===== src/rtl/alu_accum_param_if.sv =====
// Operand/result bus of the accumulating ALU.
// The master drives operation requests; the slave (the ALU) returns the
// accumulator, flags and handshake status.
interface alu_accum_param_if #(
   parameter int WIDTH = 8
);
   logic             In_valid;
   logic             In_ready;
   logic [2:0]       Op;
   logic [WIDTH-1:0] A;
   logic [WIDTH-1:0] B;
   logic             Cin;
   logic             Use_acc;
   logic [WIDTH-1:0] R;
   logic             Cout;
   logic             Of;
   logic             Zero;
   logic             Neg;
   logic             Out_valid;
   logic             Busy;

   modport master (
      output In_valid, Op, A, B, Cin, Use_acc,
      input  In_ready, R, Cout, Of, Zero, Neg, Out_valid, Busy
   );

   modport slave (
      input  In_valid, Op, A, B, Cin, Use_acc,
      output In_ready, R, Cout, Of, Zero, Neg, Out_valid, Busy
   );
endinterface


===== src/rtl/alu_accum_param.sv =====
// Parametrised accumulating ALU with registered flags, valid/ready input
// handshake, accumulator feedback on B and a WIDTH-cycle shift-add multiply.
// Optional macro ALU_ACCUM_SATURATE_EN: unsigned saturation of ADD/SUB/MUL.
module alu_accum_param #(
   parameter int WIDTH = 8
) (
   input  logic              Clk,
   input  logic              Reset,
   alu_accum_param_if.slave  bus
);

   typedef enum logic {
      IDLE,
      MUL
   } state_t;

   localparam int CW = $clog2(WIDTH + 1);

   localparam logic [2:0] OP_ADD  = 3'd0;
   localparam logic [2:0] OP_SUB  = 3'd1;
   localparam logic [2:0] OP_CMP  = 3'd2;
   localparam logic [2:0] OP_AND  = 3'd3;
   localparam logic [2:0] OP_OR   = 3'd4;
   localparam logic [2:0] OP_XOR  = 3'd5;
   localparam logic [2:0] OP_PASS = 3'd6;
   localparam logic [2:0] OP_MUL  = 3'd7;

   state_t               state_q, state_d;
   logic [WIDTH-1:0]     r_q, r_d;
   logic                 cout_q, cout_d;
   logic                 of_q, of_d;
   logic                 zero_q, zero_d;
   logic                 neg_q, neg_d;
   logic                 ovalid_q, ovalid_d;
   logic [2*WIDTH-1:0]   mcand_q, mcand_d;
   logic [WIDTH-1:0]     mplier_q, mplier_d;
   logic [2*WIDTH-1:0]   prod_q, prod_d;
   logic [CW-1:0]        cnt_q, cnt_d;

   logic                 accept;
   logic                 last_step;
   logic [WIDTH-1:0]     bop;
   logic [WIDTH:0]       sum_w;
   logic [WIDTH:0]       dif_w;
   logic [2*WIDTH-1:0]   prod_step;
   logic [WIDTH-1:0]     res;

   assign accept    = bus.In_valid && (state_q == IDLE);
   assign last_step = (cnt_q == CW'(WIDTH - 1));
   assign bop       = bus.Use_acc ? r_q : bus.B;
   assign sum_w     = {1'b0, bus.A} + {1'b0, bop} + {{WIDTH{1'b0}}, bus.Cin};
   assign dif_w     = {1'b0, bus.A} - {1'b0, bop} - {{WIDTH{1'b0}}, bus.Cin};
   assign prod_step = prod_q + (mplier_q[0] ? mcand_q : '0);

   // State and datapath registers; reset aborts any multiply in flight
   always_ff @(posedge Clk) begin
      if (Reset) begin
         state_q  <= IDLE;
         r_q      <= '0;
         cout_q   <= 1'b0;
         of_q     <= 1'b0;
         zero_q   <= 1'b0;
         neg_q    <= 1'b0;
         ovalid_q <= 1'b0;
         mcand_q  <= '0;
         mplier_q <= '0;
         prod_q   <= '0;
         cnt_q    <= '0;
      end else begin
         state_q  <= state_d;
         r_q      <= r_d;
         cout_q   <= cout_d;
         of_q     <= of_d;
         zero_q   <= zero_d;
         neg_q    <= neg_d;
         ovalid_q <= ovalid_d;
         mcand_q  <= mcand_d;
         mplier_q <= mplier_d;
         prod_q   <= prod_d;
         cnt_q    <= cnt_d;
      end
   end

   // Next state: enter MUL on an accepted multiply, leave after WIDTH steps
   always_comb begin
      state_d = state_q;
      case (state_q)
         IDLE:    if (accept && bus.Op == OP_MUL) state_d = MUL;
         MUL:     if (last_step) state_d = IDLE;
         default: state_d = IDLE;
      endcase
   end

   // Result, flags and multiplier datapath updates
   always_comb begin
      r_d      = r_q;
      cout_d   = cout_q;
      of_d     = of_q;
      zero_d   = zero_q;
      neg_d    = neg_q;
      ovalid_d = 1'b0;
      mcand_d  = mcand_q;
      mplier_d = mplier_q;
      prod_d   = prod_q;
      cnt_d    = cnt_q;
      res      = '0;
      case (state_q)
         IDLE: begin
            if (accept) begin
               case (bus.Op)
                  OP_ADD: begin
                     res    = sum_w[WIDTH-1:0];
                     cout_d = sum_w[WIDTH];
                     of_d   = (bus.A[WIDTH-1] == bop[WIDTH-1]) &&
                              (sum_w[WIDTH-1] != bus.A[WIDTH-1]);
`ifdef ALU_ACCUM_SATURATE_EN
                     if (sum_w[WIDTH]) res = '1;
`endif
                  end
                  OP_SUB, OP_CMP: begin
                     res    = dif_w[WIDTH-1:0];
                     cout_d = dif_w[WIDTH];
                     of_d   = (bus.A[WIDTH-1] != bop[WIDTH-1]) &&
                              (dif_w[WIDTH-1] != bus.A[WIDTH-1]);
`ifdef ALU_ACCUM_SATURATE_EN
                     if (bus.Op == OP_SUB && dif_w[WIDTH]) res = '0;
`endif
                  end
                  OP_AND: begin
                     res    = bus.A & bop;
                     cout_d = 1'b0;
                     of_d   = 1'b0;
                  end
                  OP_OR: begin
                     res    = bus.A | bop;
                     cout_d = 1'b0;
                     of_d   = 1'b0;
                  end
                  OP_XOR: begin
                     res    = bus.A ^ bop;
                     cout_d = 1'b0;
                     of_d   = 1'b0;
                  end
                  OP_PASS: begin
                     res    = bus.A;
                     cout_d = 1'b0;
                     of_d   = 1'b0;
                  end
                  default: begin
                     res = r_q;
                  end
               endcase
               if (bus.Op == OP_MUL) begin
                  mcand_d  = {{WIDTH{1'b0}}, bus.A};
                  mplier_d = bop;
                  prod_d   = '0;
                  cnt_d    = '0;
               end else begin
                  // CMP flags come from the difference, R is left alone
                  if (bus.Op != OP_CMP) r_d = res;
                  zero_d   = (res == '0);
                  neg_d    = res[WIDTH-1];
                  ovalid_d = 1'b1;
               end
            end
         end
         MUL: begin
            prod_d   = prod_step;
            mcand_d  = mcand_q << 1;
            mplier_d = mplier_q >> 1;
            cnt_d    = cnt_q + 1'b1;
            if (last_step) begin
               // The final step's sum is used directly so R lands at edge k+WIDTH
               res    = prod_step[WIDTH-1:0];
               of_d   = |prod_step[2*WIDTH-1:WIDTH];
               cout_d = 1'b0;
`ifdef ALU_ACCUM_SATURATE_EN
               if (|prod_step[2*WIDTH-1:WIDTH]) res = '1;
`endif
               r_d      = res;
               zero_d   = (res == '0);
               neg_d    = res[WIDTH-1];
               ovalid_d = 1'b1;
            end
         end
         default: begin
            ovalid_d = 1'b0;
         end
      endcase
   end

   assign bus.In_ready  = (state_q == IDLE);
   assign bus.Busy      = (state_q != IDLE);
   assign bus.R         = r_q;
   assign bus.Cout      = cout_q;
   assign bus.Of        = of_q;
   assign bus.Zero      = zero_q;
   assign bus.Neg       = neg_q;
   assign bus.Out_valid = ovalid_q;

endmodule


===== src/flat_wrapper.sv =====
// flat-port wrapper written by rule: the top's interface ports become plain ports
module alu_accum_param_flat 
#(
   parameter int WIDTH = 8
)
  (Clk, Reset, bus_In_valid, bus_Op, bus_A, bus_B, bus_Cin, bus_Use_acc, bus_In_ready, bus_R, bus_Cout, bus_Of, bus_Zero, bus_Neg, bus_Out_valid, bus_Busy);
  alu_accum_param_if #(.WIDTH(WIDTH)) bus_i ();
  input  logic Clk;
  input  logic Reset;
  input wire logic [$bits(bus_i.In_valid)-1:0] bus_In_valid;
  input wire logic [$bits(bus_i.Op)-1:0] bus_Op;
  input wire logic [$bits(bus_i.A)-1:0] bus_A;
  input wire logic [$bits(bus_i.B)-1:0] bus_B;
  input wire logic [$bits(bus_i.Cin)-1:0] bus_Cin;
  input wire logic [$bits(bus_i.Use_acc)-1:0] bus_Use_acc;
  output wire logic [$bits(bus_i.In_ready)-1:0] bus_In_ready;
  output wire logic [$bits(bus_i.R)-1:0] bus_R;
  output wire logic [$bits(bus_i.Cout)-1:0] bus_Cout;
  output wire logic [$bits(bus_i.Of)-1:0] bus_Of;
  output wire logic [$bits(bus_i.Zero)-1:0] bus_Zero;
  output wire logic [$bits(bus_i.Neg)-1:0] bus_Neg;
  output wire logic [$bits(bus_i.Out_valid)-1:0] bus_Out_valid;
  output wire logic [$bits(bus_i.Busy)-1:0] bus_Busy;
  assign bus_i.In_valid = bus_In_valid;
  assign bus_i.Op = bus_Op;
  assign bus_i.A = bus_A;
  assign bus_i.B = bus_B;
  assign bus_i.Cin = bus_Cin;
  assign bus_i.Use_acc = bus_Use_acc;
  assign bus_In_ready = bus_i.In_ready;
  assign bus_R = bus_i.R;
  assign bus_Cout = bus_i.Cout;
  assign bus_Of = bus_i.Of;
  assign bus_Zero = bus_i.Zero;
  assign bus_Neg = bus_i.Neg;
  assign bus_Out_valid = bus_i.Out_valid;
  assign bus_Busy = bus_i.Busy;
  alu_accum_param #(.WIDTH(WIDTH)) u_core (.Clk(Clk), .Reset(Reset), .bus(bus_i));
endmodule

===== config.mk =====
export PLATFORM = sky130hd
export DESIGN_NAME = alu_accum_param_flat
export DESIGN_NICKNAME = d
export VERILOG_FILES = /design/src/rtl/alu_accum_param_if.sv /design/src/rtl/alu_accum_param.sv /design/src/flat_wrapper.sv
export SDC_FILE = /design/constraint.sdc
export NUM_CORES = 1
export LEC_CHECK = 0
export BUFFER_PORTS_ARGS = -buffer_cell sky130_fd_sc_hd__buf_2
export CORE_AREA = 4 4 117 174
export CTS_CLUSTER_SIZE = 24
export DETAILED_ROUTE_END_ITERATION = 10
export DIE_AREA = 0 0 121 178
export PLACE_DENSITY = 0.36
export REMOVE_ABC_BUFFERS = 1
export SLEW_MARGIN = 5
export SYNTH_ARGS = -nofsm -noshare
export SYNTH_HDL_FRONTEND = slang
export SYNTH_SLANG_ARGS = --single-unit

===== constraint.sdc =====
create_clock -name Clk -period 7 [get_ports Clk]
set_input_delay 1.05 -clock Clk [delete_from_list [all_inputs] [get_ports Clk]]
set_output_delay 1.05 -clock Clk [all_outputs]
set_load 0.01 [all_outputs]

==> results by group <==
STA
  • Setup violators final: 0
  • Final period util: 57.85%
  • Setup TNS: 0 ns
  • F_max: 247.0 MHz
  • Max-slew violations: 0
  • Worst-margin pin slew: 0.9629 ns
  • Hold slack: 0.4561 ns
  • Slew HR: 35.57%
  • Min cycle time layout: 4.049 ns
  • Hold violation total from the final report: 0
  • Clock skew: 0.01442 ns
  • Setup repair after global routing missed its margin: no

Synthesis
  • Area leader, netlist: dfxtp_1
  • Syn Inst Count: 589
  • Mean Syn Cell Area: 7.860 um^2
  • Top post-synthesis cells by area: dfxtp_1 (25%), ha_1 (12%), nand2_1 (5.3%), nor2_1 (4.7%), a21oi_1 (4.5%)
  • Yosys warnings: 0
  • Register area share after synthesis: 25.08%
  • Post-synth EDFFs: 0
  • Async SR Flop Fraction: 0%
  • Number of synthesized register bits: 58
  • Synth unique cells: 71
  • Ys flop type: dfxtp_1
  • Mapped Area: 4629 um^2
  • Post-synth top area share: 25.08%

Outcome
  • Status: finished clean

Power
  • Peak VDD IR: 98.32 uV
  • Leakage power: 2.210 nW
  • Pwr Density: 200.9 nW/um^2

Drt
  • First drt pass iteration count: 5
  • Starting DRT DRC Count: 213
  • DRC: 0
  • Antenna Violating Nets Remaining: 0
  • DRT Wirelength: 15130 um
  • Post-DR wirelength/cell: 17.49 um
  • Vias: 4181
  • Post-DR vias/cell: 4.834

Worst setup path
  • Buf/Inv on CP: 3
  • Delay-heaviest family, CP: compound AO/OA/AOI/OAI gates
  • Crit Path Max Fanout: 8
  • Most used cell, CP: inv_1
  • CP startpoint kind: input port
  • Worst endpoint required time: 7.18 ns
  • Worst Setup Path Type: in -> reg
  • Critical path arrival: 4.23 ns
  • Worst path slowest cell: fa_1
  • Slowest stage delay, CP: 0.54 ns
  • Endpoint class of the critical path: flip-flop
  • Crit path cell chain: buf_2 > mux2i_1 > inv_1 > fa_1 > inv_1 > ha_1 > o21ai_1 > a211oi_1 > a21o_1 > a21oi_2 > xnor3_1 > a221o_1 > o41ai_1 > a311oi_1

Global routing
  • Initial antenna violation count: 0
  • First-pass GRT wire length: 23930 um
  • Largest net degree at the start of global routing: 60
  • GRT Total Usage: 14.33%
  • Total gr overflow: 0
  • Vias in the first global route: 4310

Clock tree
  • Clock buffer depth: 2
  • Clk sinks: 58
  • Worst-Skew Late Latency: 0.34 ns
  • H-tree depth: 3
  • CTS tree: yes
  • Clock transition at path regs: 0.06 ns
  • Cts bufs inserted: 9
  • CTS resizes: 0
  • Clock Tree Root: clkbuf_16
  • # Post-CTS Setup Buffers: 0
  • Hold Buf Count CTS: 0

Die
  • IO Pins: 39
  • Die area: 21540 um^2
  • Core area: 18700 um^2
  • Initial Util: 24.76%
  • Chip height: 178 um
  • Die Wd: 121 um
  • Cell Rows: 61

Placement
  • Post-DP Area: 5030 um^2
  • Final GP Congestion: 0.8107
  • IO buf count: 38
  • DP HPWL: 11190 um

Final layout
  • Nets@finish: 683
  • Layout overhead on the synthesized area: 15.22%
  • Post-route cell area: 5334 um^2
  • # diodes: 0
  • Share of cells above drive strength 1: 11.75%

Run
  • Number of max-cap violations: 0

Hold path
  • Hold crit path type: reg -> reg
## cell type report
| type | count | area, um^2 |
|---|---|---|
| Fill cell | 2062 | 13370 |
| Multi-Input combinational cell | 469 | 3231 |
| Clock inverter | 6 | 65.06 |
| Inverter | 29 | 108.9 |
| Tap cell | 252 | 315.3 |
| Clock buffer | 10 | 239.0 |
| Timing Repair Buffer | 41 | 212.7 |
| Sequential cell | 58 | 1162 |
## sequential cells by signal, indices dropped and copies added (netlist names)
signal / flops
u_core.bus.Busy: 1
u_core.bus.Zero: 1
u_core.mcand_q: 16
u_core.cnt_q: 4
u_core.bus.Out_valid: 1
u_core.prod_q: 16
u_core.bus.Neg: 1
u_core.bus.Cout: 1
u_core.bus.Of: 1
u_core.bus.R: 8
u_core.mplier_q: 8
## cells in the mapped netlist, types with 3 or more instances
master,number
nor2_1,58
and2_1,18
or4_1,3
buf_2,7
ha_1,46
fa_1,5
a22oi_1,19
a21o_1,6
xnor2_1,13
nand3_1,5
a211oi_1,10
or3_1,5
xor2_1,13
mux2i_1,20
dfxtp_1,58
nand2_1,65
o21ai_0,33
nand3b_1,3
o22ai_1,4
a311oi_1,4
o21ai_1,9
nor3_1,15
nand2b_1,5
nor3b_1,3
inv_1,29
clkbuf_1,24
a31oi_1,4
nor2b_1,6
o211ai_1,6
a21oi_1,42
## worst reg2reg max path: cells and delay by family (launching register included)
kind            cells  cell delay [ns]
compound gates      2             0.26
flops               1             0.72
simple gates        4             1.62
fa+ha+maj           2             0.68
## logic make-up (layout without fill, tap and decap cells)
family	after synthesis	after routing	synth area share [%]
compound gates	173	173	25.00
xor+xnor	27	27	5.405
fa+ha+maj	51	51	14.59
buf+inv	62	86	5.216
flops	58	58	25.08
mux	21	21	4.568
simple gates	197	197	20.14
## per-stage QoR
stage          util, %  setup slack [ns]  total power, mW  std cells
6_report         28.52             2.951            1.071        865
5_1_grt          28.52             2.725            1.131        865
4_1_cts          28.52             2.908            1.087        865
3_5_place_dp     26.90             2.578           0.6233        849
3_3_place_gp     26.90             2.697           0.6220        849
2_1_floorplan        -             3.398           0.5312        556
## cells in the final DEF (no fill, tap or decap), types with 5 or more instances in the layout
| master | instances |
|---|---|
| xnor2_1 | 13 |
| o21ai_0 | 33 |
| fa_1 | 5 |
| xor2_1 | 13 |
| nor2b_1 | 6 |
| dfxtp_1 | 57 |
| a211oi_1 | 10 |
| o21ai_1 | 9 |
| a21oi_1 | 41 |
| clkbuf_16 | 9 |
| nand2_1 | 65 |
| inv_1 | 29 |
| o211ai_1 | 6 |
| mux2i_1 | 20 |
| buf_2 | 38 |
| ha_1 | 46 |
| or3_1 | 5 |
| nand3_1 | 5 |
| nor2_1 | 58 |
| nand2b_1 | 5 |
| nor3_1 | 15 |
| and2_1 | 18 |
| a21o_1 | 6 |
| a22oi_1 | 19 |
## final timing paths
path | start | end | slack, ns | cells after the start
setup / recovery | bus_Use_acc | u_core.bus.Of | 2.95 | 14
hold / removal | u_core.mplier_q[4] | u_core.mplier_q[4] | 0.46 | 2
setup reg to reg | u_core.mplier_q[0] | u_core.bus.Zero | 3.63 | 8
hold reg to reg | u_core.mplier_q[4] | u_core.mplier_q[4] | 0.46 | 2
## report_power, final
part           total (mW)  internal, mW  leakage [nW]  switching (mW)
Combinational       0.258         0.102          1.59           0.156
Sequential          0.356         0.342         0.471          0.0137
Clock               0.458         0.286         0.149           0.172
## routing by layer
layer / global-route usage [%] / routed length, um
met2: 26.70 / 8077
met4: 4.962 / 238
met1: 16.68 / 6459
met3: 1.777 / 353
met5: 0 / 0
Power figures use the tool's default switching activity.
